$ cat config.mk
export PLATFORM = sky130hd
export DESIGN_NAME = pipe_issue_stage
export DESIGN_NICKNAME = d
export VERILOG_FILES = /design/src/rtl/pipe_issue_stage.sv
export SDC_FILE = /design/constraint.sdc
export NUM_CORES = 1
export LEC_CHECK = 0
export CORE_ASPECT_RATIO = 1.75
export CORE_MARGIN = 2
export CORE_UTILIZATION = 45
export DETAILED_ROUTE_END_ITERATION = 7
export HOLD_SLACK_MARGIN = 0.05
export PLACE_DENSITY_LB_ADDON = 0.1
export SYNTH_ARGS = -nofsm -noshare
export SYNTH_HDL_FRONTEND = slang
export SYNTH_SLANG_ARGS = --single-unit
$ cat constraint.sdc
create_clock -name clk -period 5.9 [get_ports clk]
set_input_delay 1.77 -clock clk [delete_from_list [all_inputs] [get_ports clk]]
set_output_delay 1.77 -clock clk [all_outputs]
set_load 0.02 [all_outputs]
$ cat src/rtl/pipe_issue_stage.sv
// Issue stage: instruction FIFO feeding registered decoded fields, with an optional
// read-after-write interlock enabled by defining PIPE_HAZARD_INTERLOCK_EN.
module pipe_issue_stage #(
  parameter int DEPTH   = 4,
  parameter int HAZ_WIN = 2
) (
  input  logic        clk,
  input  logic        rst_n,
  input  logic [23:0] in_instr,
  input  logic        in_valid,
  output logic        in_ready,
  input  logic        stall,
  output logic [3:0]  rs1,
  output logic [3:0]  rs2,
  output logic [3:0]  rd,
  output logic [3:0]  func,
  output logic [7:0]  addr,
  output logic        out_valid,
  output logic [7:0]  bubble_cnt
);

  localparam int PW = $clog2(DEPTH);
  localparam int CW = PW + 1;

  if ((DEPTH < 2) || ((DEPTH & (DEPTH - 1)) != 0) || (HAZ_WIN < 1)) begin : g_bad_params
    $error("pipe_issue_stage: DEPTH must be a power of 2 >= 2 and HAZ_WIN >= 1");
  end

  logic [23:0]   mem_q [DEPTH];
  logic [23:0]   mem_d [DEPTH];
  logic [PW-1:0] wr_ptr_q, wr_ptr_d, rd_ptr_q, rd_ptr_d;
  logic [CW-1:0] count_q, count_d;
  logic [23:0]   out_instr_q, out_instr_d;
  logic          out_valid_q, out_valid_d;

  logic          push_s, issue_s, nonempty_s, hazard_s;
  logic [23:0]   head_s;

  assign in_ready   = (count_q < CW'(DEPTH));
  assign push_s     = in_valid && in_ready;
  assign nonempty_s = (count_q != {CW{1'b0}});
  assign head_s     = mem_q[rd_ptr_q];
  assign issue_s    = !stall && nonempty_s && !hazard_s;

`ifdef PIPE_HAZARD_INTERLOCK_EN
  logic [HAZ_WIN-1:0] hist_v_q, hist_v_d;
  logic [3:0]         hist_rd_q [HAZ_WIN];
  logic [3:0]         hist_rd_d [HAZ_WIN];
  logic [7:0]         bubble_q, bubble_d;

  // Hazard when the head reads a register still being written by a recent issue slot.
  always_comb begin
    hazard_s = 1'b0;
    for (int i = 0; i < HAZ_WIN; i++) begin
      if (hist_v_q[i] && ((hist_rd_q[i] == head_s[19:16]) || (hist_rd_q[i] == head_s[15:12]))) begin
        hazard_s = 1'b1;
      end else begin
        hazard_s = hazard_s;
      end
    end
  end

  // History shifts once per unstalled edge; bubble slots enter as invalid.
  always_comb begin
    hist_v_d  = hist_v_q;
    hist_rd_d = hist_rd_q;
    bubble_d  = bubble_q;
    if (!stall) begin
      hist_v_d[0]  = issue_s;
      hist_rd_d[0] = head_s[11:8];
      for (int i = 1; i < HAZ_WIN; i++) begin
        hist_v_d[i]  = hist_v_q[i-1];
        hist_rd_d[i] = hist_rd_q[i-1];
      end
      if (nonempty_s && hazard_s && (bubble_q != 8'hFF)) begin
        bubble_d = bubble_q + 8'd1;
      end else begin
        bubble_d = bubble_q;
      end
    end else begin
      hist_v_d = hist_v_q;
    end
  end

  // Hazard history and bubble counter registers.
  always_ff @(posedge clk or negedge rst_n) begin
    if (!rst_n) begin
      hist_v_q <= {HAZ_WIN{1'b0}};
      for (int i = 0; i < HAZ_WIN; i++) hist_rd_q[i] <= 4'h0;
      bubble_q <= 8'h00;
    end else begin
      hist_v_q  <= hist_v_d;
      hist_rd_q <= hist_rd_d;
      bubble_q  <= bubble_d;
    end
  end

  assign bubble_cnt = bubble_q;
`else
  assign hazard_s   = 1'b0;
  assign bubble_cnt = 8'h00;
`endif

  // FIFO write, pointer and occupancy update.
  always_comb begin
    mem_d    = mem_q;
    wr_ptr_d = wr_ptr_q;
    rd_ptr_d = rd_ptr_q;
    if (push_s) begin
      mem_d[wr_ptr_q] = in_instr;
      wr_ptr_d        = wr_ptr_q + PW'(1);
    end else begin
      wr_ptr_d = wr_ptr_q;
    end
    if (issue_s) begin
      rd_ptr_d = rd_ptr_q + PW'(1);
    end else begin
      rd_ptr_d = rd_ptr_q;
    end
    case ({push_s, issue_s})
      2'b10:   count_d = count_q + CW'(1);
      2'b01:   count_d = count_q - CW'(1);
      default: count_d = count_q;
    endcase
  end

  // Output fields only change on issue; out_valid drops on unstalled non-issue edges.
  always_comb begin
    out_instr_d = out_instr_q;
    out_valid_d = out_valid_q;
    if (issue_s) begin
      out_instr_d = head_s;
      out_valid_d = 1'b1;
    end else if (!stall) begin
      out_valid_d = 1'b0;
    end else begin
      out_valid_d = out_valid_q;
    end
  end

  // FIFO and output registers.
  always_ff @(posedge clk or negedge rst_n) begin
    if (!rst_n) begin
      for (int i = 0; i < DEPTH; i++) mem_q[i] <= 24'h0;
      wr_ptr_q    <= {PW{1'b0}};
      rd_ptr_q    <= {PW{1'b0}};
      count_q     <= {CW{1'b0}};
      out_instr_q <= 24'h0;
      out_valid_q <= 1'b0;
    end else begin
      mem_q       <= mem_d;
      wr_ptr_q    <= wr_ptr_d;
      rd_ptr_q    <= rd_ptr_d;
      count_q     <= count_d;
      out_instr_q <= out_instr_d;
      out_valid_q <= out_valid_d;
    end
  end

  assign func      = out_instr_q[23:20];
  assign rs1       = out_instr_q[19:16];
  assign rs2       = out_instr_q[15:12];
  assign rd        = out_instr_q[11:8];
  assign addr      = out_instr_q[7:0];
  assign out_valid = out_valid_q;

endmodule

==> impl_results.md <==
- Cell types with the largest area share after synthesis: dfrtp_1, mux2_2, mux4_2
- Min Tclk post-route: 3.272 ns
- Start-to-end type of the worst setup path: input port to flip-flop
- Peak per-stage delay on the critical path: 0.44 ns
- Maximum number of pins on one net before global-route repair: 84
- First DRT Iteration DRCs: 111
- Area share of xor/xnor cells in the synthesized design: 0.9375%
- Sequential-to-total area share from yosys stat: 57.14%
- Antenna violations before repair: 0
- Worst slack at placement: 2.199 ns
- CP top delay family: adder cells
- Detailed-route wire length per cell: 17.80 microns
- Multiplexer share of the synthesized area: 35.54%
- Max Fanout on Critical Path: 8
- X dimension of the die: 88.37 microns
- Starting density of the core: 45.58%
- Static leakage power: 0.003004 uW
- Cell taking the most area after synthesis: dfrtp_1
- Count of flip-flops with a built-in enable after synthesis: 0
- Outcome: completed
- Fraction of final layout cells with drive strength greater than 1: 44.55%
- Crit share post-route: 55.45%
- Compound-Gate Fraction of Synth Area: 0.2232%
- Count of hold buffers inserted by post-cts repair: 0
- Post-synthesis cell count: 330
- Number of warnings printed during yosys synthesis: 0
- Crit path max-delay cell type: clkdlybuf4s50_1
- Cells traversed along the worst timing path: clkdlybuf4s50_1 -> nor2b_1 -> inv_1 -> ha_1 -> inv_1 -> fa_1 -> mux2i_1
- Wire length after detailed routing: 10.18 mm
- Max-cap violations: 0
- Multi-input logic area: 2222 sq um
- Unrepaired setup endpoints after global routing: false
- Antenna-violating nets left: 0
- Critical path startpoint category: input port
- Clock sink count: 128
- Worst slew slack as a fraction of its limit: 30.48%
- Critical path origin: in_valid
- Register-to-register path setup slack: 3.87 ns
- Buf+Inv Stages, Crit Path: 3
- FILL cells: 1048
- R2r endpoint: out_instr_q[2]
- Count of boundary I/O pins: 62
- Max Buffers Root-to-Sink: 2
- Class of the tightest hold or removal check: flip-flop to flip-flop
- Power density cells: 594.0 nW/um^2
- Endpoint required time on the critical path: 6.22 ns
- Actual transition at the worst max-transition pin: 1.043 ns
- Total vias in the final route: 2974
- # port buffers: 53
- Count of unique library cells instantiated by Yosys: 25
- Net count, final: 425
- Async S/R FF share, synth: 100.0%
- Root buffer cell: clkbuf_16
- Core Area: 12300 sq um
- Peak ir drop on the vdd network: 283.1 uV
- Die Y-Extent: 151.6 microns
- Depth of the worst register-to-register path: 2
- Simple-gate share of the synthesized area: 0.8482%
- Total die area: 13400 sq um
- Number of cells in the design after placement: 540
- TritonCTS clock tree: done
- Flip-flop cell with the highest count after synthesis: dfrtp_1
- Number of remaining DRC errors: 0
- Total of cells resized after clock tree synthesis: 0
- Number of flip-flops and latches in the synthesized netlist: 128
- Share of the core filled with cells in the final layout: 55.67%
- Vias per cell: 5.199
- Number of detailed-route iterations in the first pass: 4
- Count of buffers added by post-CTS timing repair for setup: 0
- Most repeated library cell on the critical path: inv_1
- Number of buffers inserted during clock tree synthesis: 17
- Gp weighted congestion: 0.6702
- Worst endpoint data arrival time: 3.60 ns
- Number of global-route vias before repair: 3247
- Depth of the critical timing path with buffers and inverters included: 7
- Area added between synthesis and finish: 22.12%
- Worst-skew pair later-pin latency: 0.41 ns
- Synth Area in Adders: 1.473%
- H-Tree Level Count: 4
- Commonest non-fill, non-tap cells in the layout: dfrtp_1, mux2_2, clkdlybuf4s50_1
- First-pass GRT wire length: 16.80 mm
- Worst-case setup margin in the final layout: 2.628 ns
- Global routing usage summed across all routing layers: 17.12%
- Top-area cell type share of the netlist area: 57.14%
- Commonest non-fill, non-tap cell in the layout: dfrtp_1
- Post-layout instance count excluding filler cells: 572
- GR Overflow Total: 0
- Cell Area, Synth: 5605 sq um
- Number of placement rows: 54
- Main combinational cell family by area after synthesis: multiplexers
- Area occupied by registers: 3204 sq um
- Launch instance of the worst register-to-register path: rd_ptr_q[0]
- Final worst clock skew: 0.007589 ns
- Number of failing setup endpoints in the final timing report: 0
- Worst setup endpoint: count_q[1]
- Diode count: 0
- Worst Hold Margin: 0.4801 ns
- Clock slew at reported path FFs: 0.05 ns
- Detailed-placement wirelength estimate: 6.003 mm
- Kind of capture point of the worst setup path: flip-flop
- Number of hold violations in the final report: 0
- Pins over their slew limit: 0
- Setup tns final: 0 ns
- Achievable Freq: 305.6 MHz
- Avg Inst Size Synth: 16.99 sq um
-- how the worst min path moves through the flow --
stage                           from         end  slack [ns]  cells after the start
after floorplan           count_q[0]  count_q[0]        0.47                      1
after global placement     out_valid   out_valid        0.46                      1
after detailed placement   out_valid   out_valid        0.47                      1
after CTS                  out_valid   out_valid        0.48                      1
after global routing       mem_q[41]   mem_q[41]        0.50                      1
final                      out_valid   out_valid        0.48                      1
-- layout make-up --
type	count	area share [%]
repair buffers	60	8.481
flip-flops and latches	128	46.81
inverters	7	0.3838
clock inverters	10	1.572
clock buffers	22	7.220
well taps	168	3.071
multi-input cells	177	32.46
-- Yosys cell counts, types with 2 or more instances --
cell,n
dfrtp_1,128
mux2_2,102
mux2_4,18
mux4_2,18
buf_2,11
buf_4,10
inv_1,7
mux4_1,6
ha_1,5
nand2_1,5
xnor2_1,3
xor2_1,3
buf_12,2
-- metrics by stage --
stage	power [uW]	instance area [sq um]
after global routing	4317	6845
after floorplan	2670	5632
after global placement	3026	6243
final	4066	6845
after detailed placement	3081	6243
after CTS	4136	6845
-- metal layers --
layer	wire length, microns	track usage, %	part of all wire [%]
met3	304	4.659	3.0
met1	4246	20.59	42
met5	0	0	0
met2	5411	28.68	53
met4	216	7.197	2.1
-- power by group --
group | internal (uW) | total, uW | switching [uW]
clock network | 673 | 1030 | 359
registers | 1330 | 1610 | 278
logic | 927 | 1430 | 502
total | 2930 | 4070 | 1140
-- registers in the layout, summed over array words and instances (netlist names) --
signal / cells
rd_ptr_q: 2
mem_q: 96
count_q: 3
out_instr_q: 24
out_valid: 1
wr_ptr_q: 2
-- logic make-up (layout without fill, tap and decap cells) --
group,after synthesis,after routing
muxes,145,145
adders and majority gates,6,6
other,1,8
xor gates and xnor gates,6,6
AOI/OAI and AO/OA,2,2
DFF,128,128
and+or+nand+nor,10,10
buffers and inverters,32,99
Note: power is estimated with default switching activity, not from simulation.
